### config.mk
export PLATFORM = sky130hd
export DESIGN_NAME = shared_gf4_inv_outmul_dom
export DESIGN_NICKNAME = d
export VERILOG_FILES = /design/src/rtl/shared_gf4_inv_outmul_dom.sv
export SDC_FILE = /design/constraint.sdc
export NUM_CORES = 1
export LEC_CHECK = 0
export ABC_AREA = 1
export CAP_MARGIN = 20
export CORE_AREA = 3 3 74 76
export DETAILED_ROUTE_END_ITERATION = 8
export DIE_AREA = 0 0 77 79
export MAX_ROUTING_LAYER = met4
export PLACE_DENSITY = 0.46
export SETUP_SLACK_MARGIN = 0.02
export SKIP_CTS_REPAIR_TIMING = 1
export SYNTH_ARGS = -nofsm -noshare
export SYNTH_HDL_FRONTEND = slang
export SYNTH_SLANG_ARGS = --single-unit
### constraint.sdc
create_clock -name ClkxCI -period 1.35 [get_ports ClkxCI]
set_clock_uncertainty 0.15 [all_clocks]
set_input_delay 0.2025 -clock ClkxCI [delete_from_list [all_inputs] [get_ports ClkxCI]]
set_output_delay 0.2025 -clock ClkxCI [all_outputs]
set_load 0.005 [all_outputs]
### src/rtl/shared_gf4_inv_outmul_dom.sv
`default_nettype none
// ============================================================================
// Module   : shared_gf4_inv_outmul_dom
// Brief    : Masked GF(2^4) inverter back half: share-wise GF(2^2) inverse of
//            Delta, then two DOM-indep multipliers against delayed X and Y.
// Revision : 1.0 - initial release
// ============================================================================
module shared_gf4_inv_outmul_dom #(
    parameter int SHARES    = 2,
    parameter int PIPELINED = 1
) (
    input  logic                            ClkxCI,
    input  logic                            RstxRI,
    input  logic                            ValidxSI,
    input  logic [2*SHARES-1:0]             _XxDI,
    input  logic [2*SHARES-1:0]             _YxDI,
    input  logic [2*SHARES-1:0]             _DeltaxDI,
    input  logic [2*SHARES*(SHARES-1)-1:0]  _ZxDI,
    output logic [4*SHARES-1:0]             _QxDO,
    output logic                            ValidxSO
);

    localparam int ZHALF  = SHARES * (SHARES - 1);
    localparam int NTERMS = SHARES * SHARES;

    generate
        if (PIPELINED != 1) begin : g_bad_pipelined
            $error("shared_gf4_inv_outmul_dom: only PIPELINED = 1 is supported");
        end
    endgenerate

    // GF(2^2) product in the normal basis {W^2, W}: bit1 = W^2, bit0 = W.
    function automatic logic [1:0] gf2Mul(input logic [1:0] a, input logic [1:0] b);
        logic e;
        e = (a[1] ^ a[0]) & (b[1] ^ b[0]);
        return {(a[1] & b[1]) ^ e, (a[0] & b[0]) ^ e};
    endfunction

    logic [2*SHARES-1:0]  XdlyxDP;
    logic [2*SHARES-1:0]  YdlyxDP;
    logic                 VdlyxSP;
    logic [2*SHARES-1:0]  DeltaInvxD;
    logic [2*NTERMS-1:0]  FFhixDN;
    logic [2*NTERMS-1:0]  FFloxDN;
    logic [2*NTERMS-1:0]  FFhixDP;
    logic [2*NTERMS-1:0]  FFloxDP;
    logic [2*SHARES-1:0]  QhixD;
    logic [2*SHARES-1:0]  QloxD;

    // Inversion equals squaring, which is a plain bit swap per share.
    generate
        for (genvar j = 0; j < SHARES; j++) begin : g_inv
            assign DeltaInvxD[2*j +: 2] = {_DeltaxDI[2*j], _DeltaxDI[2*j+1]};
        end
    endgenerate

    generate
        for (genvar i = 0; i < SHARES; i++) begin : g_row
            for (genvar j = 0; j < SHARES; j++) begin : g_col
                localparam int T = i * SHARES + j;
                if (i == j) begin : g_dom
                    assign FFhixDN[2*T +: 2] = gf2Mul(XdlyxDP[2*i +: 2], DeltaInvxD[2*j +: 2]);
                    assign FFloxDN[2*T +: 2] = gf2Mul(YdlyxDP[2*i +: 2], DeltaInvxD[2*j +: 2]);
                end else begin : g_cross
                    // Term (i,j) and its transpose share one Z pair so it cancels on recombination.
                    localparam int P = (j > i) ? (i + j * (j - 1) / 2) : (j + i * (i - 1) / 2);
                    assign FFhixDN[2*T +: 2] = gf2Mul(XdlyxDP[2*i +: 2], DeltaInvxD[2*j +: 2])
                                               ^ _ZxDI[2*P +: 2];
                    assign FFloxDN[2*T +: 2] = gf2Mul(YdlyxDP[2*i +: 2], DeltaInvxD[2*j +: 2])
                                               ^ _ZxDI[ZHALF + 2*P +: 2];
                end
            end
        end
    endgenerate

    always_ff @(posedge ClkxCI or posedge RstxRI) begin
        if (RstxRI) begin
            XdlyxDP  <= '0;
            YdlyxDP  <= '0;
            VdlyxSP  <= 1'b0;
            FFhixDP  <= '0;
            FFloxDP  <= '0;
            ValidxSO <= 1'b0;
        end else begin
            XdlyxDP  <= _XxDI;
            YdlyxDP  <= _YxDI;
            VdlyxSP  <= ValidxSI;
            FFhixDP  <= FFhixDN;
            FFloxDP  <= FFloxDN;
            ValidxSO <= VdlyxSP;
        end
    end

    // Share compression happens only after the term registers.
    always_comb begin
        QhixD = '0;
        QloxD = '0;
        for (int i = 0; i < SHARES; i++) begin
            for (int j = 0; j < SHARES; j++) begin
                QhixD[2*i +: 2] = QhixD[2*i +: 2] ^ FFhixDP[2*(i*SHARES+j) +: 2];
                QloxD[2*i +: 2] = QloxD[2*i +: 2] ^ FFloxDP[2*(i*SHARES+j) +: 2];
            end
        end
    end

    generate
        for (genvar i = 0; i < SHARES; i++) begin : g_out
            assign _QxDO[4*i +: 4] = {QhixD[2*i +: 2], QloxD[2*i +: 2]};
        end
    endgenerate

endmodule
`default_nettype wire

==> results by group, run 1 <==
Yosys
  • Synth cell types: 9
  • Adder-cell area share of the yosys netlist: 0%
  • Synth area leader: dfrtp_1
  • Area of the mapped netlist: ~1200 um2
  • Yosys top cell area share: 53.6%
  • Ys flop type: dfrtp_1
  • Yosys warnings: 0
  • Syn avg cell area: 8.92 um2
  • Ranking of synthesized cells by area: dfrtp_1 (54%), xor2_1 (18%), nand2_1 (17%)
  • Synthesized Nets: about 160
  • Most instantiated cells after synthesis: nand2_1 (54), dfrtp_1 (26), xor2_1 (25)
  • Count leader, synth: nand2_1
  • Main combinational cell family by area after synthesis: simple AND/OR/NAND/NOR gates
  • Fraction of registers with async set/reset: between 90% and 100%
  • Synth Instances: roughly 140
  • Compound-gate portion of the synthesized area: 0%
  • Synthesized-area fraction occupied by xor and xnor cells: 19.4%
  • Seq cells post-synth: 26
  • Sequential share of the synthesized area: 53.6%
  • Fraction of synthesized area in multiplexers: 0%
  • Post-Synth Simple-Gate Area: about 20%
  • Post-synth EDFFs: 0

Timing
  • Achievable frequency: between 0.7 and 0.8 GHz
  • Final period util: 95.7%
  • Hold slack final: 105 ps
  • Slew margin rel.: between 80% and 90%
  • Hold Vio Cnt, Final: 0
  • RSZ-0062 raised after global routing: true
  • Slew at the pin closest to its max-slew limit: around 260 ps
  • Final Critical Period: 1290 ps
  • # setup viols final: 0
  • Slew Viols, Final: 0
  • TNS Setup: 0 ps

Worst setup path
  • Critical Path End: _QxDO[7]
  • Startpoint Class: flop
  • Worst EP required: 1000 ps
  • R2R Path Start: XdlyxDP[0]$_DFF_PP0_
  • WP data arrival: between 900 and 1000 ps
  • Crit path max-delay family: flip-flops
  • Critical path depth: 2
  • Crit-path max cell delay: 380 ps
  • Worst R2R End: FFhixDP[2]$_DFF_PP0_
  • Worst setup EP type: primary output
  • Crit path buf inv count: 1
  • Slowest CP cell: dfrtp_1
  • Worst setup startpoint: FFhixDP[7]$_DFF_PP0_
  • Critical-path cell list: xor2_1 > dlymetal6s2s_1
  • R2R Setup Slk: 120 ps
  • CP max FO: 1
  • Worst R2R Path Depth: 6
  • CP Class: flop to primary output

Drt
  • Initial DRC count: 50
  • Vias per cell: about 3.7
  • WL/cell: 9.33 um
  • Final ANT Viol Nets: 0
  • Routed wire length: 2290 um
  • Total number of vias: 897
  • Drt first pass iters: 4
  • DR DRC count: 0

Global route
  • Vias in the first global route: 925
  • First-pass GRT wire length: around 4100 um
  • Initial antenna violation count: 0
  • Total track usage: 8.44%
  • Largest net degree at the start of global routing: 27
  • Gr ovfl total: 0

Placement
  • Port Buffers: 27
  • DPL Wire Length: approximately 1900 um
  • RePlAce Congestion: 0.807

Worst hold path
  • Hold Path Class: input pin to asynchronous set/reset pin

Pwr
  • PD cells: between 1000 and 1500 nW/um2
  • PnR Total Power: 1.79 mW
  • P_leak: 0.939 nW
  • Worst VDD drop: 0.000387 V

Layout
  • # fillers: 492
  • Flip-flop and latch area: 651 um2
  • Layout net count: 198
  • Synthesis-to-finish area growth: 40.7%
  • Multi-input logic area: around 480 um2
  • Layout cells sized above 1: 15.2%
  • Antenna cell count: 0
  • Util after Layout: a little over a third

Run status
  • Status: complete, no violations

CTS
  • H-tree depth: 1
  • Num CTS Buffers: 3
  • CTS clock-pin slew for the worst setup and hold paths: 80 ps
  • CTS tree: yes
  • CTS Root Cell: clkbuf_8
  • CTS Sinks: 26
  • Worst skew pair latency: 260 ps
  • Clock Tree Buf Depth: 2

Die
  • Floorplan row count: 25
  • Initial cell density of the core: 25.4%
  • Total die area: 6080 um2
  • I/O pin cnt: 28
  • Die height: 79 um
  • Core ar.: 4790 um2
  • Die W: between 70 and 80 um

Job
  • Maximum Capacitance Violations: 0
-- where the power goes --
group          switching [mW]  internal (mW)
clock                   0.224          0.260
sequential             0.0418          0.861
combinational           0.196          0.211
-- state kept, by name, indices dropped and copies added (netlist names) --
name / cells
FFloxDP: 8
FFhixDP: 8
XdlyxDP: 4
YdlyxDP: 4
ValidxSO: 1
VdlyxSP: 1
-- worst reg2reg max path: stages, from the launching register on --
cell and delay [ps]:
dfrtp_1 410, xor2_1 240, nand2_2 100, inv_1 90, nand2_1 50, nand2_1 50, inv_1 40
-- per-layer routing --
metal | vias to the layer above | routed length [um] | share of wire [%] | track usage (%)
met5 | - | 0 | 0 | -
met4 | 0 | 17 | 0.74 | 2.49
met3 | 4 | 103 | 4.5 | 1.81
met2 | 18 | 1140 | 50 | 14.5
met1 | 401 | 1030 | 45 | 9.99
li1 | 474 | - | - | -
-- cells by family after synthesis --
| logic type | Yosys count |
|---|---|
| AND/OR/NAND/NOR | 60 |
| XOR/XNOR | 26 |
| buffers and inverters | 24 |
| flip-flops | 26 |
-- cells in the final DEF (no fill, tap or decap), drive strengths merged --
cell type / netlist / final
buf: 0 / 14
dlymetal6s2s: 0 / 6
nand4: 2 / 2
xor2: 26 / 26
inv: 23 / 23
clkinv: 1 / 1
nand2: 56 / 56
clkdlybuf4s50: 0 / 14
nand3: 2 / 2
clkbuf: 0 / 8
dfrtp: 26 / 26
-- area by class of cell --
| cell class | instances | share of cell area, % |
|---|---|---|
| flip-flops and latches | 26 | 38.1 |
| repair buffers | 38 | 20.2 |
| multi-input cells | 86 | 28.3 |
| clock buffers | 4 | 3.22 |
| well taps | 67 | 4.91 |
| inverters | 24 | 5.27 |
-- per-stage QoR --
| step | area (um2) | setup WS, ps | cells |
|---|---|---|---|
| finish | 1710 | 58.1 | 245 |
| global route | 1710 | 0.218 | 245 |
| CTS | 1720 | -342 | 245 |
| detailed placement | 1660 | -283 | 241 |
| global placement | 1660 | -274 | 241 |
| floorplan | 1210 | 234 | 136 |
-- worst min path at each step --
stage / from / endpoint / slack (ps) / cells past startpoint
after floorplan: ValidxSI / VdlyxSP$_DFF_PP0_ / 80 / 0
after global placement: VdlyxSP$_DFF_PP0_ / ValidxSO$_DFF_PP0_ / 190 / 0
after detailed placement: VdlyxSP$_DFF_PP0_ / ValidxSO$_DFF_PP0_ / 200 / 0
after CTS: RstxRI / FFhixDP[4]$_DFF_PP0_ / 110 / 3
after global routing: RstxRI / FFhixDP[1]$_DFF_PP0_ / 120 / 3
final: RstxRI / FFhixDP[4]$_DFF_PP0_ / 110 / 3
(Power assumes the default switching activity.)
==> inputs of run 2 (changes only) <==
--- a/config.mk
+++ b/config.mk
@@ -8,6 +8,7 @@
 export ABC_AREA = 1
 export CAP_MARGIN = 20
 export CORE_AREA = 3 3 74 76
+export CTS_BUF_LIST = sky130_fd_sc_hd__clkbuf_8
 export DETAILED_ROUTE_END_ITERATION = 8
 export DIE_AREA = 0 0 77 79
 export MAX_ROUTING_LAYER = met4
==> constraint.sdc (replaced) <==
create_clock -name ClkxCI -period 1.6 [get_ports ClkxCI]
set_clock_uncertainty 0.15 [all_clocks]
set_input_delay 0.24 -clock ClkxCI [delete_from_list [all_inputs] [get_ports ClkxCI]]
set_output_delay 0.24 -clock ClkxCI [all_outputs]
set_load 0.005 [all_outputs]
==> run 2 against run 1 <==
Sequential power is 16% lower. Final cell count fell by 0.82%. Sequential share of layout area fell by 0.41 points. Combinational power fell by 10%. Clock power rose by 11%. Design area increased by 1.1%. Largest cell class unchanged. Highest routed layer unchanged.
==> results by group, run 2 (same netlist as run 1, synthesis figures left out) <==
Die
  • Die height: 79 um (unchanged)
  • Core ar.: 4790 um2 (unchanged)
  • Total die area: 6080 um2 (unchanged)
  • Floorplan row count: 25 (unchanged)
  • Initial cell density of the core: 25.4% (unchanged)
  • Die W: 77 um (unchanged)
  • I/O pin cnt: 28 (unchanged)

Global route
  • First-pass GRT wire length: 3910 um (was 4080 um)
  • Initial antenna violation count: 0 (unchanged)
  • Vias in the first global route: 907 (was 925)
  • Total track usage: 8.28% (was 8.44%)
  • Gr ovfl total: 0 (unchanged)
  • Largest net degree at the start of global routing: 27 (unchanged)

Worst setup path
  • WP data arrival: 1120 ps (was 940 ps)
  • Crit-path max cell delay: 500 ps (was 380 ps)
  • Crit path max-delay family: buffers and inverters (was flip-flops)
  • CP max FO: 1 (unchanged)
  • R2R Setup Slk: 390 ps (was 120 ps)
  • Slowest CP cell: clkdlybuf4s50_1 (was dfrtp_1)
  • Worst R2R End: FFloxDP[5]$_DFF_PP0_ (was FFhixDP[2]$_DFF_PP0_)
  • Startpoint Class: flop (unchanged)
  • Worst EP required: 1210 ps (was 1000 ps)
  • Worst R2R Path Depth: 8 (was 6)
  • Critical-path cell list: clkdlybuf4s50_1 (was xor2_1 > dlymetal6s2s_1)
  • CP Class: flop to primary output (unchanged)
  • R2R Path Start: YdlyxDP[2]$_DFF_PP0_ (was XdlyxDP[0]$_DFF_PP0_)
  • Worst setup EP type: primary output (unchanged)
  • Crit path buf inv count: 1 (unchanged)
  • Worst setup startpoint: ValidxSO$_DFF_PP0_ (was FFhixDP[7]$_DFF_PP0_)

CTS
  • H-tree depth: 1 (unchanged)
  • CTS Sinks: 26 (unchanged)
  • Num CTS Buffers: 3 (unchanged)
  • CTS clock-pin slew for the worst setup and hold paths: 90 ps (was 80 ps)
  • CTS tree: yes (unchanged)
  • Clock Tree Buf Depth: 2 (unchanged)
  • Worst skew pair latency: 270 ps (was 260 ps)
  • CTS Root Cell: clkbuf_8 (unchanged)

Placement
  • Pre-CTS WS: -85.1 ps (was -283 ps)
  • Placed cell areas: 1640 um2 (was 1660 um2)
  • DPL Wire Length: 1830 um (was 1890 um)
  • RePlAce Congestion: 0.807 (about the same)
  • Port Buffers: 27 (unchanged)

Run status
  • Status: complete, no violations (unchanged)

Layout
  • Top flop regs: FFhixDP (8), FFloxDP (8) (unchanged)
  • Layout cells sized above 1: 9.09% (was 15.2%)
  • Most common cell after layout, fill and taps aside: nand2_1 (unchanged)
  • Layout net count: 196 (was 198)
  • Fin area: 1730 um2 (was 1710 um2)
  • Flip-flop and latch area: 651 um2 (unchanged)
  • Synthesis-to-finish area growth: 42.3% (was 40.7%)
  • Antenna cell count: 0 (unchanged)
  • # fillers: 493 (was 492)
  • Most frequent cells in the layout: nand2_1 (54), dfrtp_1 (26), xor2_1 (25), inv_1 (23), clkdlybuf4s50_1 (19) (was nand2_1 (53), dfrtp_1 (26), xor2_1 (24), inv_1 (23), clkdlybuf4s50_1 (14))
  • Multi-input logic area: 473 um2 (was 483 um2)

Worst hold path
  • Hold Path Class: input pin to asynchronous set/reset pin (unchanged)

Pwr
  • P_leak: 0.947 nW (was 0.939 nW)
  • PnR Total Power: 1.66 mW (was 1.79 mW)
  • Worst VDD drop: 0.000533 V (was 0.000387 V)
  • PD cells: 963 nW/um2 (was 1050 nW/um2)

Drt
  • Routed wire length: 2230 um (was 2290 um)
  • Initial DRC count: 40 (was 50)
  • Drt first pass iters: 4 (unchanged)
  • Vias per cell: 3.61 (was 3.66)
  • Final ANT Viol Nets: 0 (unchanged)
  • WL/cell: 9.17 um (was 9.33 um)
  • Total number of vias: 878 (was 897)
  • DR DRC count: 0 (unchanged)

Timing
  • Final Critical Period: 1510 ps
  • Hold Vio Cnt, Final: 0 (unchanged)
  • Slew Viols, Final: 0 (unchanged)
  • RSZ-0062 raised after global routing: false (was true)
  • # setup viols final: 0 (unchanged)
  • PnR worst setup slack: 85.6 ps (was 58.1 ps)
  • Achievable frequency: approximately 0.66 GHz
  • TNS Setup: 0 ps (unchanged)
  • Slew margin rel.: 78.6% (was 82.4%)
  • Final period util: 94.6%
  • Slew at the pin closest to its max-slew limit: 320 ps (was 264 ps)

Job
  • Maximum Capacitance Violations: 0 (unchanged)
-- run 2: cell count changes in the layout (fill, tap and decap cells not counted), moves of 2 or more --
cell / change
clkbuf_2: -4
buf_2: -3
dlymetal6s2s_1: +2
clkdlybuf4s50_1: +5
-- run 2: per-stage QoR --
step                      util [%]  hold slack [ps]  std cells
after floorplan                  -              121        136
after global placement        34.2              193        239
after detailed placement      34.2              201        239
after CTS                     35.7              171        243
after global routing          36.1              200        243
final                         36.1              161        243
-- run 2: where the power goes --
part           internal, mW  switching, mW  total (mW)
registers             0.726         0.0358       0.762
logic                 0.206          0.159       0.365
clock network         0.335          0.200       0.535
-- run 2: cell type report --
class                   instances  area share, %
clock inverters                 1           1.74
repair buffers                 36           20.7
multi-input cells              86           27.4
inverters                      24           5.22
flip-flops and latches         26           37.7
well taps                      67           4.86
clock buffers                   3           2.39
-- run 2: layer usage --
metal | vias to the layer above | GRT usage [%] | part of all wire [%]
li1 | 470 | - | -
met1 | 384 | 9.53 | 46
met2 | 20 | 13.9 | 49
met3 | 4 | 1.81 | 3.3
met4 | 0 | 3.74 | 1.8
met5 | - | - | 0
-- run 2: worst max path at each step --
| stage | slack (ps) | depth (start not counted) | to |
|---|---|---|---|
| after global routing | 50 | 1 | ValidxSO |
| final | 90 | 1 | ValidxSO |
| after global placement | -60 | 4 | FFloxDP[6]$_DFF_PP0_ |
| after CTS | -140 | 2 | _QxDO[0] |
| after detailed placement | -90 | 7 | FFhixDP[2]$_DFF_PP0_ |
| after floorplan | 480 | 3 | FFhixDP[0]$_DFF_PP0_ |
